==> config.mk <==
export PLATFORM = sky130hd
export DESIGN_NAME = packed_array_monitor
export DESIGN_NICKNAME = d
export VERILOG_FILES = /design/src/rtl/packed_array_monitor.sv
export SDC_FILE = /design/constraint.sdc
export NUM_CORES = 1
export LEC_CHECK = 0
export CAP_MARGIN = 5
export CORE_MARGIN = 2
export CORE_UTILIZATION = 47
export CTS_CLUSTER_DIAMETER = 80
export DETAILED_ROUTE_END_ITERATION = 8
export PLACE_DENSITY_LB_ADDON = 0.25
export RECOVER_POWER = 25
export SYNTH_ARGS = -nofsm -noshare
export SYNTH_HDL_FRONTEND = slang
export SYNTH_SLANG_ARGS = --single-unit
==> constraint.sdc <==
create_clock -name clk -period 2.2 [get_ports clk]
set_input_delay 0.22 -clock clk [delete_from_list [all_inputs] [get_ports clk]]
set_output_delay 0.22 -clock clk [all_outputs]
set_load 0.02 [all_outputs]
==> src/rtl/packed_array_monitor.sv <==
// Receive-side checker for a reset-initialised packed-array bus: verifies the init sample, counts changes, flags zeros.
// Optional concurrent assertions are compiled in when ARRAY_CHK_SVA_EN is defined.
module packed_array_monitor #(
    parameter int unsigned     W          = 4,
    parameter logic [W-1:0]    INIT_VALUE = 4'b1101,
    parameter int unsigned     CNT_W      = 8
) (
    input  logic             clk,
    input  logic             reset,
    input  logic [W-1:0]     data_in,
    input  logic             data_valid,
    input  logic             clr,
    output logic [1:0]       state,
    output logic             locked,
    output logic             init_err,
    output logic             zero_err,
    output logic [W-1:0]     last_value,
    output logic [CNT_W-1:0] change_cnt,
    output logic [CNT_W-1:0] sample_cnt
);

    typedef enum logic [1:0] {
        IDLE  = 2'd0,
        TRACK = 2'd1,
        FAULT = 2'd2
    } state_t;

    localparam logic [CNT_W-1:0] CNT_MAX = '1;
    localparam logic [CNT_W-1:0] CNT_ONE = CNT_W'(1);

    state_t           state_q;
    state_t           state_n;
    logic             init_err_n;
    logic             zero_err_n;
    logic [W-1:0]     last_value_n;
    logic [CNT_W-1:0] change_cnt_n;
    logic [CNT_W-1:0] sample_cnt_n;
    logic             accept;

    assign accept = data_valid & ~clr;

    // State and status registers
    always_ff @(posedge clk) begin
        if (reset) begin
            state_q    <= IDLE;
            locked     <= 1'b0;
            init_err   <= 1'b0;
            zero_err   <= 1'b0;
            last_value <= '0;
            change_cnt <= '0;
            sample_cnt <= '0;
        end else begin
            state_q    <= state_n;
            locked     <= (state_n == TRACK);
            init_err   <= init_err_n;
            zero_err   <= zero_err_n;
            last_value <= last_value_n;
            change_cnt <= change_cnt_n;
            sample_cnt <= sample_cnt_n;
        end
    end

    // Next-state and next-value logic; clr overrides any accepted sample
    always_comb begin
        state_n      = state_q;
        init_err_n   = init_err;
        zero_err_n   = zero_err;
        last_value_n = last_value;
        change_cnt_n = change_cnt;
        sample_cnt_n = sample_cnt;

        case (state_q)
            IDLE: begin
                if (accept) begin
                    last_value_n = data_in;
                    sample_cnt_n = CNT_ONE;
                    if (data_in == INIT_VALUE) begin
                        state_n = TRACK;
                    end else begin
                        state_n    = FAULT;
                        init_err_n = 1'b1;
                    end
                end
            end
            TRACK: begin
                if (accept) begin
                    last_value_n = data_in;
                    if (sample_cnt != CNT_MAX) begin
                        sample_cnt_n = sample_cnt + CNT_ONE;
                    end
                    if ((data_in != last_value) && (change_cnt != CNT_MAX)) begin
                        change_cnt_n = change_cnt + CNT_ONE;
                    end
                    if (data_in == '0) begin
                        state_n    = FAULT;
                        zero_err_n = 1'b1;
                    end
                end
            end
            FAULT: begin
                state_n = FAULT;
            end
            default: begin
                state_n = IDLE;
            end
        endcase

        if (clr) begin
            state_n      = IDLE;
            init_err_n   = 1'b0;
            zero_err_n   = 1'b0;
            change_cnt_n = '0;
            sample_cnt_n = '0;
        end
    end

    assign state = state_q;

`ifdef ARRAY_CHK_SVA_EN
    a_no_zero: assert property (@(posedge clk) disable iff (reset)
        (state_q == TRACK && data_valid && !clr) |-> data_in != '0);

    a_init: assert property (@(posedge clk) disable iff (reset)
        (state_q == IDLE && data_valid && !clr) |-> data_in == INIT_VALUE);

    a_fault_sticky: assert property (@(posedge clk) disable iff (reset)
        (state_q == FAULT && !clr) |=> state_q == FAULT);

    a_sat: assert property (@(posedge clk) disable iff (reset)
        change_cnt <= sample_cnt);
`else
    // assertions compiled out
`endif

endmodule

==> results summary <==
For this run, the leading register cell type out of synthesis is sky130_fd_sc_hd__dfxtp_1. The count of nets left with antenna violations once routing finished came out at 0. The die is 55.0 um tall. The total half-perimeter wirelength after legalization and detailed placement is 2150 um.

In the routed design, unresolved DRC markers number 0. Of the cells placed in the final design, the portion with a size suffix greater than 1 is 0.0795. The slew at the pin closest to its max-slew limit came out at 736 ps. The largest net degree at the start of global routing came out at 15. Across the VDD grid, the largest voltage drop is 0.315 mV. The met1 track demand over resource in global routing came out at 0.269. In the layout the commonest cells are sky130_fd_sc_hd__clkdlybuf4s50_1 (30), sky130_fd_sc_hd__dfxtp_1 (25), sky130_fd_sc_hd__nand2_1 (16), sky130_fd_sc_hd__a21oi_1 (16), sky130_fd_sc_hd__nor2_1 (9).

The post-route non-filler standard cell count came out at 206. The leftover overflow at the end of global routing is 0. The final number of max-transition violations is 0. The total area inside the core boundary comes to 2480 um^2. The cell internal power dissipation came out at 0.000566 W. STA classifies the critical path startpoint as an input pin. The cell with the biggest individual delay on the critical path is sky130_fd_sc_hd__dlygate4sd3_1. For flop-to-flop paths, the worst setup slack is 490 ps. The core utilization of the finished layout came out at 0.651.

On the critical path the largest part of the delay comes from simple AND/OR/NAND/NOR gates. The count of flip-flops with a built-in enable after synthesis came out at 0. The average wire per cell in the routed design came out at 14.1 um. The proportion of power drawn by the clock network came out at 0.274. Summed over all failing endpoints, the final setup total negative slack is 0 ps.

The antenna diode count came out at 0. The overall power after layout came out at 0.000750 W. The clock network latency to the later pin of the worst-skew pair is 320 ps. The fraction of power spent switching nets came out at 0.245.

The die width is 55.0 um. The total number of H-tree levels is 1. The distinct cell type count of the synthesized netlist is 38. The number of nets in the synthesized netlist is 150. The run finished with clean final reports. The max-capacitance violation count is 0. The number of gates resized after cts is 0. met2 is the most crowded layer. The number of buffers between clock root and the deepest sink came out at 2. The worst hold path begins at zero_err. The final hold slack is 488 ps. The library cell used most frequently in the layout, excluding fill and tap cells, is sky130_fd_sc_hd__clkdlybuf4s50_1. The depth of the most critical reg-to-reg path is 5. The first-pass iteration count of the detailed router is 4. Setup violations remaining at the end of the flow were counted as 0. The average instance in the mapped netlist occupies 8.74 um^2. The sequential share of the synthesized area came out at 0.409. The data arrival time of the critical path came out at 2050 ps. The remaining max-slew budget at the tightest pin is 0.509. The mean number of vias per cell came out at 5.91. The number of antenna violations at the first check in global routing came out at 0. The count of port buffers added during placement came out at 32. In the global route stage, met2 resource usage came out at 0.345. The number of rows created at floorplan came out at 18.

In this run the worst hold path is classified as register to register. For this design the static power due to leakage is 0.525 nW. The number of setup buffers added after CTS is 0. Synthesis inferred 25 register bits. The total via count in the routed design is 1,218. The first routing iteration left 25 violations. The share of power burned in combinational logic is 0.107. The final net count is 187. The final period demand of the worst path is 1790 ps.

The global routing met3 resource utilization is 0.0376. The path with the worst hold slack has its endpoint at zero_err. The total standard cell area after synthesis is 1220 um^2. The startpoint identified for the worst register-to-register timing path is state[1]. The power density of the placed cells is 465 nW/um^2. The maximum net fanout on the critical path came out at 6. The total of warnings raised by yosys came out at 0. The async set-reset flop share out of synthesis is 0. The area growth from synthesis to layout is 31.8%.

The hold violation count in the final report came out at 0. Along the worst hold path, the cell count comes to 1. After clock tree synthesis, the flow added hold-fix buffers numbering 0. The CTS clock-pin slew for the worst setup and hold paths came out at 130 ps. The peak per-stage delay on the critical path is 560 ps.

The total CTS buffers came out at 3. The worst setup skew after layout is 2.82 ps. The wire length of the first global-routing pass came out at 4620 um. The boundary pin count is 33. CTS placed an instance of sky130_fd_sc_hd__clkbuf_4 at the clock tree root. STA puts the critical path data required time at 2460 ps. The number of sinks driven by the clock tree is 25. The overall routing resource usage came out at 0.210.

The analysis attributes to net switching a power of 0.000184 W. The endpoint of the most critical register-to-register path is change_cnt[5]. The aggregate routed wire length is 2900 um. The signal on the critical path passes through dlygate4sd3_1 > clkbuf_1 > nor3b_4 > o21ai_2 > or4_1 > a21oi_1.

The final RePlAce weighted congestion is 0.818. Counting every instance in the synthesized netlist gives 140. The share of the cycle needed by the critical path after routing came out at 0.813.

The worst setup path is of the input pin to register kind. The worst setup path is captured at a register. For this configuration, the core starts out at a cell density of 0.494. The number of global-route vias before repair was 1,097. The floorplan die area came out at 3030 um^2. Once placement completed, the tool counted placed cells totaling 202. Setup repair after global routing left no endpoint under its margin.

The number of buffer and inverter stages on the critical path is 2. The TritonCTS clock tree is done. The part of the total power dissipated in sequential elements came out at 0.619. The highest achievable clock rate is 559 MHz.
==> metal layers <==
metal | part of all wire | up-vias
li1 | - | 603
met1 | 0.46 | 570
met2 | 0.47 | 40
met3 | 0.049 | 5
met4 | 0.017 | 0
met5 | 0 | -
==> how the worst max path moves through the flow <==
stage	startpoint	to	slack (ps)	cells past startpoint
floorplan	change_cnt[0]	change_cnt[5]	540	5
global placement	data_in[2]	change_cnt[3]	270	6
detailed placement	data_in[2]	change_cnt[5]	170	6
CTS	state[1]	state[1]	480	1
global route	clr	sample_cnt[7]	320	6
finish	clr	sample_cnt[6]	410	6
==> synth_stat cells (2+ instances only) <==
| library cell | count | area, um^2 |
|---|---|---|
| sky130_fd_sc_hd__nand2_1 | 16 | 60.1 |
| sky130_fd_sc_hd__buf_2 | 2 | 10.0 |
| sky130_fd_sc_hd__nor4_1 | 2 | 12.5 |
| sky130_fd_sc_hd__o211ai_1 | 2 | 15.0 |
| sky130_fd_sc_hd__o31ai_1 | 5 | 37.5 |
| sky130_fd_sc_hd__a21oi_1 | 16 | 80.1 |
| sky130_fd_sc_hd__mux2i_1 | 2 | 20.0 |
| sky130_fd_sc_hd__dfxtp_1 | 25 | 500 |
| sky130_fd_sc_hd__o21a_1 | 2 | 15.0 |
| sky130_fd_sc_hd__clkbuf_1 | 2 | 7.51 |
| sky130_fd_sc_hd__nor3_1 | 3 | 15.0 |
| sky130_fd_sc_hd__nand4_1 | 3 | 18.8 |
| sky130_fd_sc_hd__and3_1 | 3 | 18.8 |
| sky130_fd_sc_hd__or4_1 | 5 | 37.5 |
| sky130_fd_sc_hd__xor2_1 | 6 | 52.6 |
| sky130_fd_sc_hd__and4_4 | 2 | 22.5 |
| sky130_fd_sc_hd__nand3_1 | 6 | 30.0 |
| sky130_fd_sc_hd__or3_1 | 4 | 25.0 |
| sky130_fd_sc_hd__o21ai_0 | 4 | 20.0 |
| sky130_fd_sc_hd__nor2_1 | 9 | 33.8 |
| sky130_fd_sc_hd__ha_1 | 2 | 25.0 |
| sky130_fd_sc_hd__inv_1 | 3 | 11.3 |
==> layout make-up <==
type                       instances  area, um^2
fill                             219         865
tap                               30        37.5
sequential                        25         500
clock buffer                       4        26.3
timing repair buffer              37         354
multi-input combinational        107         683
inverter                           3        11.3
==> flip-flops by register name (all words and copies together), names as in the netlist <==
name,flops
init_err,1
state,2
change_cnt,8
locked,1
zero_err,1
last_value,4
sample_cnt,8
==> worst reg2reg max path, stage by stage, from the launching register on <==
cell and delay [ps]:
sky130_fd_sc_hd__dfxtp_1 410, sky130_fd_sc_hd__and4bb_2 350, sky130_fd_sc_hd__o41ai_2 70, sky130_fd_sc_hd__buf_4 180
sky130_fd_sc_hd__or4_1 470, sky130_fd_sc_hd__a21oi_1 160
==> metrics by stage <==
| step | cell area, um^2 | setup WS (ps) |
|---|---|---|
| floorplan | 1220 | 539 |
| CTS | 1620 | 482 |
| global route | 1610 | 317 |
| finish | 1610 | 411 |
| detailed placement | 1590 | 173 |
| global placement | 1590 | 267 |
==> power by group through the flow <==
stage | clock [W] | sequential [W] | combinational [W]
floorplan | 0 | 0.000480 | 0.0000333
global placement | 0 | 0.000474 | 0.0000795
detailed placement | 0 | 0.000474 | 0.0000818
CTS | 0.000214 | 0.000464 | 0.0000820
global route | 0.000230 | 0.000466 | 0.0000861
finish | 0.000206 | 0.000464 | 0.0000802
==> kinds of logic after synthesis <==
| family | synth area share |
|---|---|
| AND/OR/NAND/NOR | 0.274 |
| AO/OA/AOI/OAI | 0.205 |
| flip-flops | 0.409 |
| buffers and inverters | 0.0327 |
| XOR/XNOR | 0.0429 |
| multiplexers | 0.0164 |
| adder cells (fa/ha/maj) | 0.0204 |
Power figures use the tool's default switching activity.
